**src/rtl/uart_pkg.sv**
```systemverilog
// Shared UART definitions: FSM state encoding, default line settings, divisor helper.
// Latency and backpressure: not applicable (types and constants only).
package uart_pkg;

  typedef enum logic [1:0] {IDLE, START, DATA, STOP} uart_state_t;

  localparam int DEFAULT_CLK_FREQ   = 50_000_000;
  localparam int DEFAULT_BAUD       = 9600;
  localparam int DEFAULT_OVERSAMPLE = 16;
  localparam int DEFAULT_DATA_BITS  = 8;

  // Clocks per oversample tick, rounded to nearest.
  function automatic int calc_divisor(input int clk_freq, input int baud, input int oversample);
    return (clk_freq + (baud * oversample) / 2) / (baud * oversample);
  endfunction

endpackage

```
**src/rtl/uart_baud_tick_gen.sv**
```systemverilog
// Free-running oversample strobe: one-clock pulse every DIVISOR clocks.
// Latency: first pulse DIVISOR clocks after reset release; no backpressure.
module uart_baud_tick_gen #(
  parameter int DIVISOR = 326
) (
  input  logic clock,
  input  logic reset,
  output logic tick
);

  localparam int CW = (DIVISOR > 1) ? $clog2(DIVISOR) : 1;
  localparam logic [CW-1:0] LAST = CW'(DIVISOR - 1);

  logic [CW-1:0] cnt;

  always_ff @(posedge clock or negedge reset) begin
    if (!reset) begin
      cnt <= '0;
    end else if (cnt == LAST) begin
      cnt <= '0;
    end else begin
      cnt <= cnt + 1'b1;
    end
  end

  assign tick = (cnt == LAST);

endmodule

```
**src/rtl/uart_receiver.sv**
```systemverilog
// 8N1 UART receiver with 16x oversampling; byte delivered with a one-clock rx_done strobe.
// Latency: ~9.5 bit periods from start edge; no backpressure, consumer must take each byte.
module uart_receiver
  import uart_pkg::*;
#(
  parameter int CLK_FREQ   = DEFAULT_CLK_FREQ,
  parameter int BAUD       = DEFAULT_BAUD,
  parameter int OVERSAMPLE = DEFAULT_OVERSAMPLE,
  parameter int DATA_BITS  = DEFAULT_DATA_BITS,
  parameter int STOP_TICKS = 16
) (
  input  logic                 clock,
  input  logic                 reset,
  input  logic                 rx,
  output logic                 rx_done,
  output logic [DATA_BITS-1:0] d_out,
  output logic                 frame_err,
  output logic                 baud_tick
);

  localparam int DIVISOR = calc_divisor(CLK_FREQ, BAUD, OVERSAMPLE);
  localparam int NW      = (DATA_BITS > 1) ? $clog2(DATA_BITS) : 1;

  localparam logic [3:0]    S_MID  = 4'(OVERSAMPLE / 2 - 1);
  localparam logic [3:0]    S_LAST = 4'(OVERSAMPLE - 1);
  localparam logic [3:0]    S_STOP = 4'(STOP_TICKS - 1);
  localparam logic [NW-1:0] N_LAST = NW'(DATA_BITS - 1);

  logic                 rx_meta;
  logic                 rxs;
  uart_state_t          state;
  logic [3:0]           s;
  logic [NW-1:0]        n;
  logic [DATA_BITS-1:0] sreg;

  uart_baud_tick_gen #(
    .DIVISOR(DIVISOR)
  ) u_tick_gen (
    .clock(clock),
    .reset(reset),
    .tick (baud_tick)
  );

  // Line idles high, so the synchroniser resets to 1 to avoid a false start.
  always_ff @(posedge clock or negedge reset) begin
    if (!reset) begin
      rx_meta <= 1'b1;
      rxs     <= 1'b1;
    end else begin
      rx_meta <= rx;
      rxs     <= rx_meta;
    end
  end

  always_ff @(posedge clock or negedge reset) begin
    if (!reset) begin
      state     <= IDLE;
      s         <= '0;
      n         <= '0;
      sreg      <= '0;
      d_out     <= '0;
      rx_done   <= 1'b0;
      frame_err <= 1'b0;
    end else begin
      rx_done <= 1'b0;
      case (state)
        IDLE: begin
          if (!rxs) begin
            state <= START;
            s     <= '0;
          end
        end
        START: begin
          if (baud_tick) begin
            if (s == S_MID) begin
              if (!rxs) begin
                state <= DATA;
                s     <= '0;
                n     <= '0;
              end else begin
                state <= IDLE;
              end
            end else begin
              s <= s + 1'b1;
            end
          end
        end
        DATA: begin
          if (baud_tick) begin
            if (s == S_LAST) begin
              s    <= '0;
              sreg <= {rxs, sreg[DATA_BITS-1:1]};
              if (n == N_LAST) begin
                state <= STOP;
              end else begin
                n <= n + 1'b1;
              end
            end else begin
              s <= s + 1'b1;
            end
          end
        end
        STOP: begin
          if (baud_tick) begin
            if (s == S_STOP) begin
              d_out     <= sreg;
              frame_err <= ~rxs;
              rx_done   <= 1'b1;
              state     <= IDLE;
            end else begin
              s <= s + 1'b1;
            end
          end
        end
        default: state <= IDLE;
      endcase
    end
  end

endmodule

```
**config.mk**
```make
export PLATFORM = sky130hd
export DESIGN_NAME = uart_receiver
export DESIGN_NICKNAME = d
export VERILOG_FILES = /design/src/rtl/uart_pkg.sv /design/src/rtl/uart_baud_tick_gen.sv /design/src/rtl/uart_receiver.sv
export SDC_FILE = /design/constraint.sdc
export NUM_CORES = 1
export LEC_CHECK = 0
export CORE_MARGIN = 4
export CORE_UTILIZATION = 52
export CTS_CLUSTER_DIAMETER = 40
export DETAILED_ROUTE_END_ITERATION = 8
export PLACE_DENSITY = 0.72
export SETUP_SLACK_MARGIN = 0.2
export SYNTH_ARGS = -nofsm -noshare
export SYNTH_HDL_FRONTEND = slang
export SYNTH_SLANG_ARGS = --single-unit
```
**constraint.sdc**
```tcl
create_clock -name clock -period 1.9 [get_ports clock]
set_clock_uncertainty 0.1 [all_clocks]
set_input_delay 0.19 -clock clock [delete_from_list [all_inputs] [get_ports clock]]
set_output_delay 0.19 -clock clock [all_outputs]
set_load 0.05 [all_outputs]
```
# Word-level counts from Yosys, hierarchy flattened
# Index checks and enable logic that the tools add are counted.
[classes]
mul = 0
n_eq_ne = 18
order_cmp = 0
n_addsub = 3
n_shift = 0
n_mux = 29
div = 0
reduce_logical = 7
bitwise_logic = 1
[ops]
columns = ["op", "n"]
rows = [
  ["4-bit two-way mux", 7],
  ["2-bit != test, second input constant", 11],
  ["2-bit two-way mux", 9],
  ["3-bit two-way mux", 6],
  ["4-bit case mux with 4 select lines", 1],
  ["9-bit by 1-bit adder with 9-bit output, second input constant", 1],
  ["9-bit == test, second input constant", 1],
  ["9-bit two-way mux", 1],
  ["2-bit case mux with 4 select lines", 1],
  ["8-bit AND reduction", 1],
  ["7-bit AND reduction", 1],
  ["3-bit case mux with 2 select lines", 1],
  ["3-bit AND reduction", 2],
  ["4-bit by 1-bit adder with 4-bit output, second input constant", 1],
  ["2-bit == test, second input constant", 2],
  ["4-bit by 3-bit == test with 1-bit output, second input constant", 1],
  ["4-bit == test, second input constant", 1],
  ["4-bit AND reduction", 1],
  ["3-bit by 1-bit adder with 3-bit output, second input constant", 1],
  ["3-bit == test, second input constant", 1],
  ["1-bit two-way mux", 3],
  ["2-bit by 1-bit == test with 1-bit output, second input constant", 1],
  ["2-bit zero test", 1],
  ["2-bit nonzero test", 1],
  ["1-bit inverter", 1],
]
[totals]
rom_bits = 0
output_inout_bits = 11
ramBits = 0
mem_count = 0
latchBits = 0
word_cells = 68
reg_bits = 38

# Longest topological paths before layout
# Gate-level depths: netlist (run 1).
[depth]
depth_word = 5
depth_mapped = 8
mapped_depth_nobuf = 7

# Hierarchy
# Synthesis (run 1) repeated with hierarchy kept, for this count alone.
[hier_totals]
hier_cells = 138
hier_area_um2 = 1746.7
[modules_own_cells]
columns = ["mod", "cells_each", "seq_area_each_um2", "instances", "area_per_inst_um2"]
rows = [
  ["uart_receiver", 98, 728.2, 1, 1328.8],
  ["uart_baud_tick_gen", 40, 225.2, 1, 417.9],
]

# Worst setup path after synthesis (run 1)
# No wires, ideal clock.
[synth_path]
kind = "reg2reg"
from = "register u_tick_gen.cnt[5]"
to = "register n[0]"
stages_incl_launch_ff = 6
t_arrival_ps = 1531
setup_slack_ps = 144
synth_period_minus_slack_ps = 1756
n_path_buf = 0
setup_time_ps = 125
path_cell_list = "dfrtp_1 -> nor4b_4 -> nand2_2 -> clkinv_4 -> o211ai_4 -> mux2_2"
[synth_between]
elab_chain_cells = 3
word_cells_on_any_way = 4
[synth_lines]
columns = ["element", "line", "text"]
rows = [
  ["start: declaration", "uart_baud_tick_gen.sv:14", "logic [CW-1:0] cnt;"],
  ["start signal: assignment", "uart_baud_tick_gen.sv:22", "cnt <= cnt + 1'b1;"],
  ["9-bit == test *", "uart_baud_tick_gen.sv:26", "assign tick = (cnt == LAST);"],
  ["named net baud_tick", "uart_receiver.sv:18", "output logic baud_tick"],
  ["2-bit != test (no source line)", "n/a", ""],
  ["7-bit AND reduction (no source line) *", "n/a", ""],
  ["end signal: assignment", "uart_receiver.sv:96", "n <= n + 1'b1;"],
  ["end: declaration", "uart_receiver.sv:33", "logic [NW-1:0] n;"],
]
# The timed path passes the listed nets; every way through them passes the cells marked *.
# A chain may end at the register's enable or synchronous reset.

# Worst setup path after layout (run 1)
[layout_path]
from = "register u_tick_gen.cnt[0]"
to = "output port baud_tick"
[layout_between]
elab_chain_cells = 1
[layout_lines]
columns = ["element", "line"]
rows = [
  ["9-bit == test", "uart_baud_tick_gen.sv:26"],
  ["end: declaration", "uart_receiver.sv:18"],
]
# No other way between the ends.

==> metrics.cfg, run 1 <==
[outcome]
status=finished clean

[clocking]
cts_tree=done
clk_path_buf_depth=2
cts_buffers=5
htree_levels=2
path_clk_slew_ps=110
cts_sinks=38
root_buffer=clkbuf_4
clkLatencyLatePin_ps=340

[floorplan]
die_h_um=66.4
rows=20
start_util_pct=56.3
die-area_mm2=0.00441
io_pins=14
core_mm2=0.00315
dieWidth_um=66.4

[final_layout]
syn_to_final_growth_pct=30.2
finalNetCount=186
final_core_util_pct=73.3
n_fill_cell=222
insertedDiodeCount=0
layout-drive-gt1-share_pct=38.5

[sta]
fin_crit_sh_pct=95.6
worst_pin_slew_ps=499
slew_headroom_pct=66.9
rsz0062_at_grt=true
layout_min_cycle_time_ps=1820
slew_viol_final=0
finalHoldViolCount=0
setup_tns_ps=0
setup_viol=0
timing.fmax_mhz=550

[setup_path]
cp.required_ps=1610
crit_fanout=2
crit_slowest_cell=dfrtp_1
critPathBufInv=3
path_depth=6
endpoint_kind=output pin
worstSetupStartpointType=register
critical-path-top-delay-family=flip-flops
crit_type=register to output pin
rr_worst_depth=6
critPathMaxStageDelay_ps=430
worst-endpoint-arrival_ps=1530
path_cells=ha_4 -> and4b_1 -> buf_6 -> nand2_8 -> clkinv_8 -> buf_12

[min_path]
hp-class=input pin to register
hold_path_depth=1

[logic_synthesis]
synth_area_leaders=dfrtp_1 (51%), mux2_4 (5.9%), mux2_2 (5.1%), ha_1 (3.5%), dfstp_2 (3.0%)
yosysSeqAreaShare_pct=53.7
synth_most_common_cell=dfrtp_1
syn_area_mm2=0.00177
synth.top_cell.area_share_pct=50.8
synth_warnings=0
synth_edf_count=0
synth_seq_cells=38
postSynthCellCount=140
synth.top_cells.by_count=dfrtp_1 (36), nor2_1 (12), mux2_2 (8), nand3_1 (8), mux2_4 (7)
synth_ff_type=dfrtp_1
synthesis.nets=148
avgSynthCellArea_um2=12.7
synth_async_sr_flop_share_pct=100
synth_cell_types=43
yosys.area.top_type=dfrtp_1

[grt]
antenna_found_initial=0
grt_use_met1_pct=23.9
grt.met2_usage_pct=30.4
grt_pass1_wl_um=6110
busiest_layer=met2
grt_pass1_vias=1249
overflow=0
grt_max_degree=39
track_usage_pct=18.5
use_met3_pct=5.61

[detailed_routing]
wl_per_cell_um=15.4
viasPerCell=5.43
drc=0
wirelength_um=3440
ant_nets=0
vias=1212
drt_pass1_iterations=4
initialDrtViolationCount=44

[power]
power_w=0.00128
p_per_area_mw_per_mm2=554
leakage_nw=1.20
ir_worst_vdd_uv=517

[placement]
gp_congestion=0.897
hpwl_um=2120
io_buffers=13

[flow_run]
cap_violations=0

[repair_timing]
action,4_1_cts,5_1_grt
setup buffers,13,0
gates resized for setup,29,5
hold endpoints to repair,36,0
gates cloned,2,0
pin swaps,5,2
endpoints found under the setup margin,34,27
hold buffers,1,0
[per-stage QoR]
stage               hold WS (ps)  cells  worst slack [ps]  cell area (um2)
floorplan                   -206    140               161             1780
global placement             156    199               158             2010
detailed placement           159    199               102             2010
CTS                          125    223              58.5             2290
global route                 120    223              5.19             2310
finish                       146    223              82.7             2310
[registers in the layout, indices dropped and copies added, names as in the netlist, named ones only]
signal / count
frame_err: 1
rx_meta: 1
rxs: 1
rx_done: 1
d_out: 8
state: 1
s: 4
u_tick_gen.cnt: 9
sreg: 8
n: 3
[final cells by class]
class | count | area [um2] | area share [%]
flip-flops and latches | 38 | 955 | 41.3
multi-input cells | 91 | 870 | 37.6
repair buffers | 35 | 328 | 14.2
well taps | 44 | 55.1 | 2.38
clock buffers | 6 | 51.3 | 2.22
inverters | 7 | 38.8 | 1.68
clock inverters | 2 | 12.5 | 0.542
[logic make-up after synthesis]
logic type	count (synthesis)	synth area share, %
buffers and inverters	12	3.46
AOI/OAI and AO/OA	17	7.26
xor gates and xnor gates	9	4.44
and+or+nand+nor	41	14.7
adders and majority gates	5	3.53
DFF	38	53.7
muxes	18	12.8
[cells in the final DEF, fill, tap and decap left out, types with 2 or more instances in the layout]
| master | n |
|---|---|
| buf_12 | 2 |
| mux2_4 | 10 |
| xnor2_1 | 3 |
| nor3_2 | 2 |
| dfstp_2 | 2 |
| inv_1 | 5 |
| a22o_1 | 3 |
| nand3_1 | 7 |
| buf_4 | 17 |
| xor2_1 | 6 |
| nand4b_4 | 2 |
| mux2_2 | 7 |
| nor2b_1 | 2 |
| a21oi_1 | 4 |
| buf_6 | 2 |
| nand2_1 | 2 |
| dfrtp_1 | 35 |
| nand3b_1 | 2 |
| clkbuf_4 | 5 |
| nor2_1 | 11 |
| dlygate4sd2_1 | 10 |
| o22ai_1 | 2 |
| o21ai_0 | 2 |
| ha_1 | 4 |
[path summary, 6_finish.rpt]
check / startpoint / end / slack (ps)
min in group asynchronous: reset / u_tick_gen.cnt[4] / 310
min: rx / rx_meta / 150
min reg2reg: rx_meta / rxs / 260
max: u_tick_gen.cnt[0] / baud_tick / 80
max in group asynchronous: reset / rxs / 1040
max reg2reg: n[0] / n[0] / 100
[metal layers]
layer	up-vias	share of wire (%)
li1	571	-
met1	614	44
met2	27	52
met3	0	3.9
met5	-	0
met4	0	0
[power by group]
group | switching, W | total, W | internal [W] | leakage (nW)
logic | 0.0000172 | 0.0000237 | 0.00000645 | 0.664
registers | 0.00000252 | 0.000815 | 0.000812 | 0.504
clock network | 0.000264 | 0.000442 | 0.000178 | 0.0343
Power figures use the tool's default switching activity.
==> run 2: changes to the inputs <==
- CORE_ASPECT_RATIO: default -> 1.25
- REMOVE_ABC_BUFFERS: default -> 1
==> metrics.cfg, run 2 (synthesis gave the netlist of run 1 again) <==
[outcome]
status=finished clean

[final_layout]
layout-drive-gt1-share_pct=37.3
insertedDiodeCount=0
multi_input_area_um2=831
final_core_util_pct=71.0
top_regs=u_tick_gen.cnt: 9 flops, d_out: 8 flops, sreg: 8 flops
regArea_um2=955
layout_commonest_cell=dfrtp_1
finalInstanceArea_mm2=0.00231
largest_reg_flops=9
final_cell_mix=dfrtp_1 (35), buf_4 (18), nor2_1 (10), dlygate4sd2_1 (10), mux2_4 (9)
finalNetCount=184
regMostFlops=u_tick_gen.cnt
n_fill_cell=222
syn_to_final_growth_pct=30.0

[grt]
overflow=0
grt_max_degree=39
antenna_found_initial=0
grt_pass1_wl_um=6360
track_usage_pct=19.7
grt_pass1_vias=1347

[clocking]
path_clk_slew_ps=70
cts_buffers=5
cts_hold_buf=0
htree_levels=2
clk_path_buf_depth=2
cts_sinks=38
clkLatencyLatePin_ps=290
root_buffer=clkbuf_8
cts_tree=done

[sta]
worst_pin_slew_ps=507
layout_min_cycle_time_ps=1780
finalHoldViolCount=0
timing.fmax_mhz=561
slew_viol_final=0
fin_crit_sh_pct=93.9
slew_headroom_pct=66.4
holdWs_ps=214
setup_tns_ps=0
rsz0062_at_grt=true
setup_viol=0

[setup_path]
crit_fanout=4
worst-endpoint-arrival_ps=1490
crit_slowest_cell=dfrtp_1
endpoint_kind=output pin
crit_type=register to output pin
path_cells=ha_1 -> and4b_2 -> nand2_4 -> clkinv_8 -> buf_12
worstSetupStartpointType=register
critPathBufInv=2
critical-path-top-delay-family=flip-flops
critPathMaxStageDelay_ps=400
cp.required_ps=1610

[power]
ir_worst_vdd_uv=703
switchingPower_w=0.000309
intPower_w=0.00138
power.clock.fraction_pct=50.3
combPwrFrac_pct=1.4
p_seq_share_pct=48.3
p_sw_share_pct=18.3
power_w=0.00169
p_per_area_mw_per_mm2=731
leakage_nw=1.24

[placement]
hpwl_um=2190
gp_congestion=0.831
io_buffers=13
postPlaceCellArea_mm2=0.00200

[flow_run]
cap_violations=0

[floorplan]
die-area_mm2=0.00442
core_mm2=0.00325
dieWidth_um=60.2
rows=23
start_util_pct=54.6
die_h_um=73.3
io_pins=14

[detailed_routing]
drc=0
initialDrtViolationCount=45
drt_pass1_iterations=4
viasPerCell=5.71
ant_nets=0
vias=1222
wl_per_cell_um=16.9
wirelength_um=3620

[min_path]
hp-class=input pin to register

==> run 2: layout make-up <==
type	count	area share [%]
Sequential cell	38	41.4
Multi-Input combinational cell	91	36.0
Timing Repair Buffer	33	12.7
Clock buffer	6	3.58
Clock inverter	2	2.60
Tap cell	37	2.01
Inverter	7	1.68
==> run 2: worst reg2reg max path, stage by stage (launching register included) <==
cell and delay [ps]:
dfrtp_1 390, inv_1 60, ha_1 130, and4b_2 330
nand2_4 100, buf_4 170, o31ai_4 230, a21boi_2 200
==> run 2: metal layers <==
layer  part of all wire, %  routed length [um]  track usage, %  up-vias
li1                      -                   -               -      564
met1                    42                1520            22.7      617
met2                    50                1790            32.1       29
met3                   4.6                 168            5.62       12
met4                   3.9                 141            11.6        0
met5                     0                   0               0        -
==> run 2: path summary, 6_finish.rpt <==
check / endpoint / from / cells past startpoint / slack, ps
min: rx_meta / rx / 1 / 210
min in group asynchronous: rx_done / reset / 2 / 220
min reg2reg: rxs / rx_meta / 0 / 270
max: baud_tick / u_tick_gen.cnt[0] / 5 / 120
max in group asynchronous: rxs / reset / 2 / 1130
max reg2reg: register / u_tick_gen.cnt[1] / 7 / 130
==> run 2: power by group through the flow <==
| stage | clock network (W) | registers (W) | logic [W] |
|---|---|---|---|
| after floorplan | 0 | 0.000829 | 0.00000269 |
| after CTS | 0.000860 | 0.000815 | 0.0000247 |
| after detailed placement | 0 | 0.000831 | 0.0000248 |
| after global routing | 0.000900 | 0.000816 | 0.0000272 |
| final | 0.000848 | 0.000815 | 0.0000236 |
| after global placement | 0 | 0.000830 | 0.0000238 |
==> run 2: timing repair <==
item / 4_1_cts / 5_1_grt
gates cloned: 1 / 0
buffers inserted: 9 / 4
setup endpoints to repair: 37 / 27
pin swaps: 2 / 2
resized for setup: 20 / 8
==> run 2: through the flow <==
stage | setup slack, ps | instances
3_3_place_gp | 96.1 | 192
3_5_place_dp | 41.4 | 192
5_1_grt | 58.3 | 214
6_report | 117 | 214
2_1_floorplan | 55.3 | 135
4_1_cts | 113 | 210
==> run 3: changes to the inputs <==
- CTS_BUF_LIST: default -> sky130_fd_sc_hd__clkbuf_4 sky130_fd_sc_hd__clkbuf_8
- CTS_CLUSTER_SIZE: default -> 25
==> results of run 3 <==
The final DEF is identical to that of run 2; final timing and power are the same.
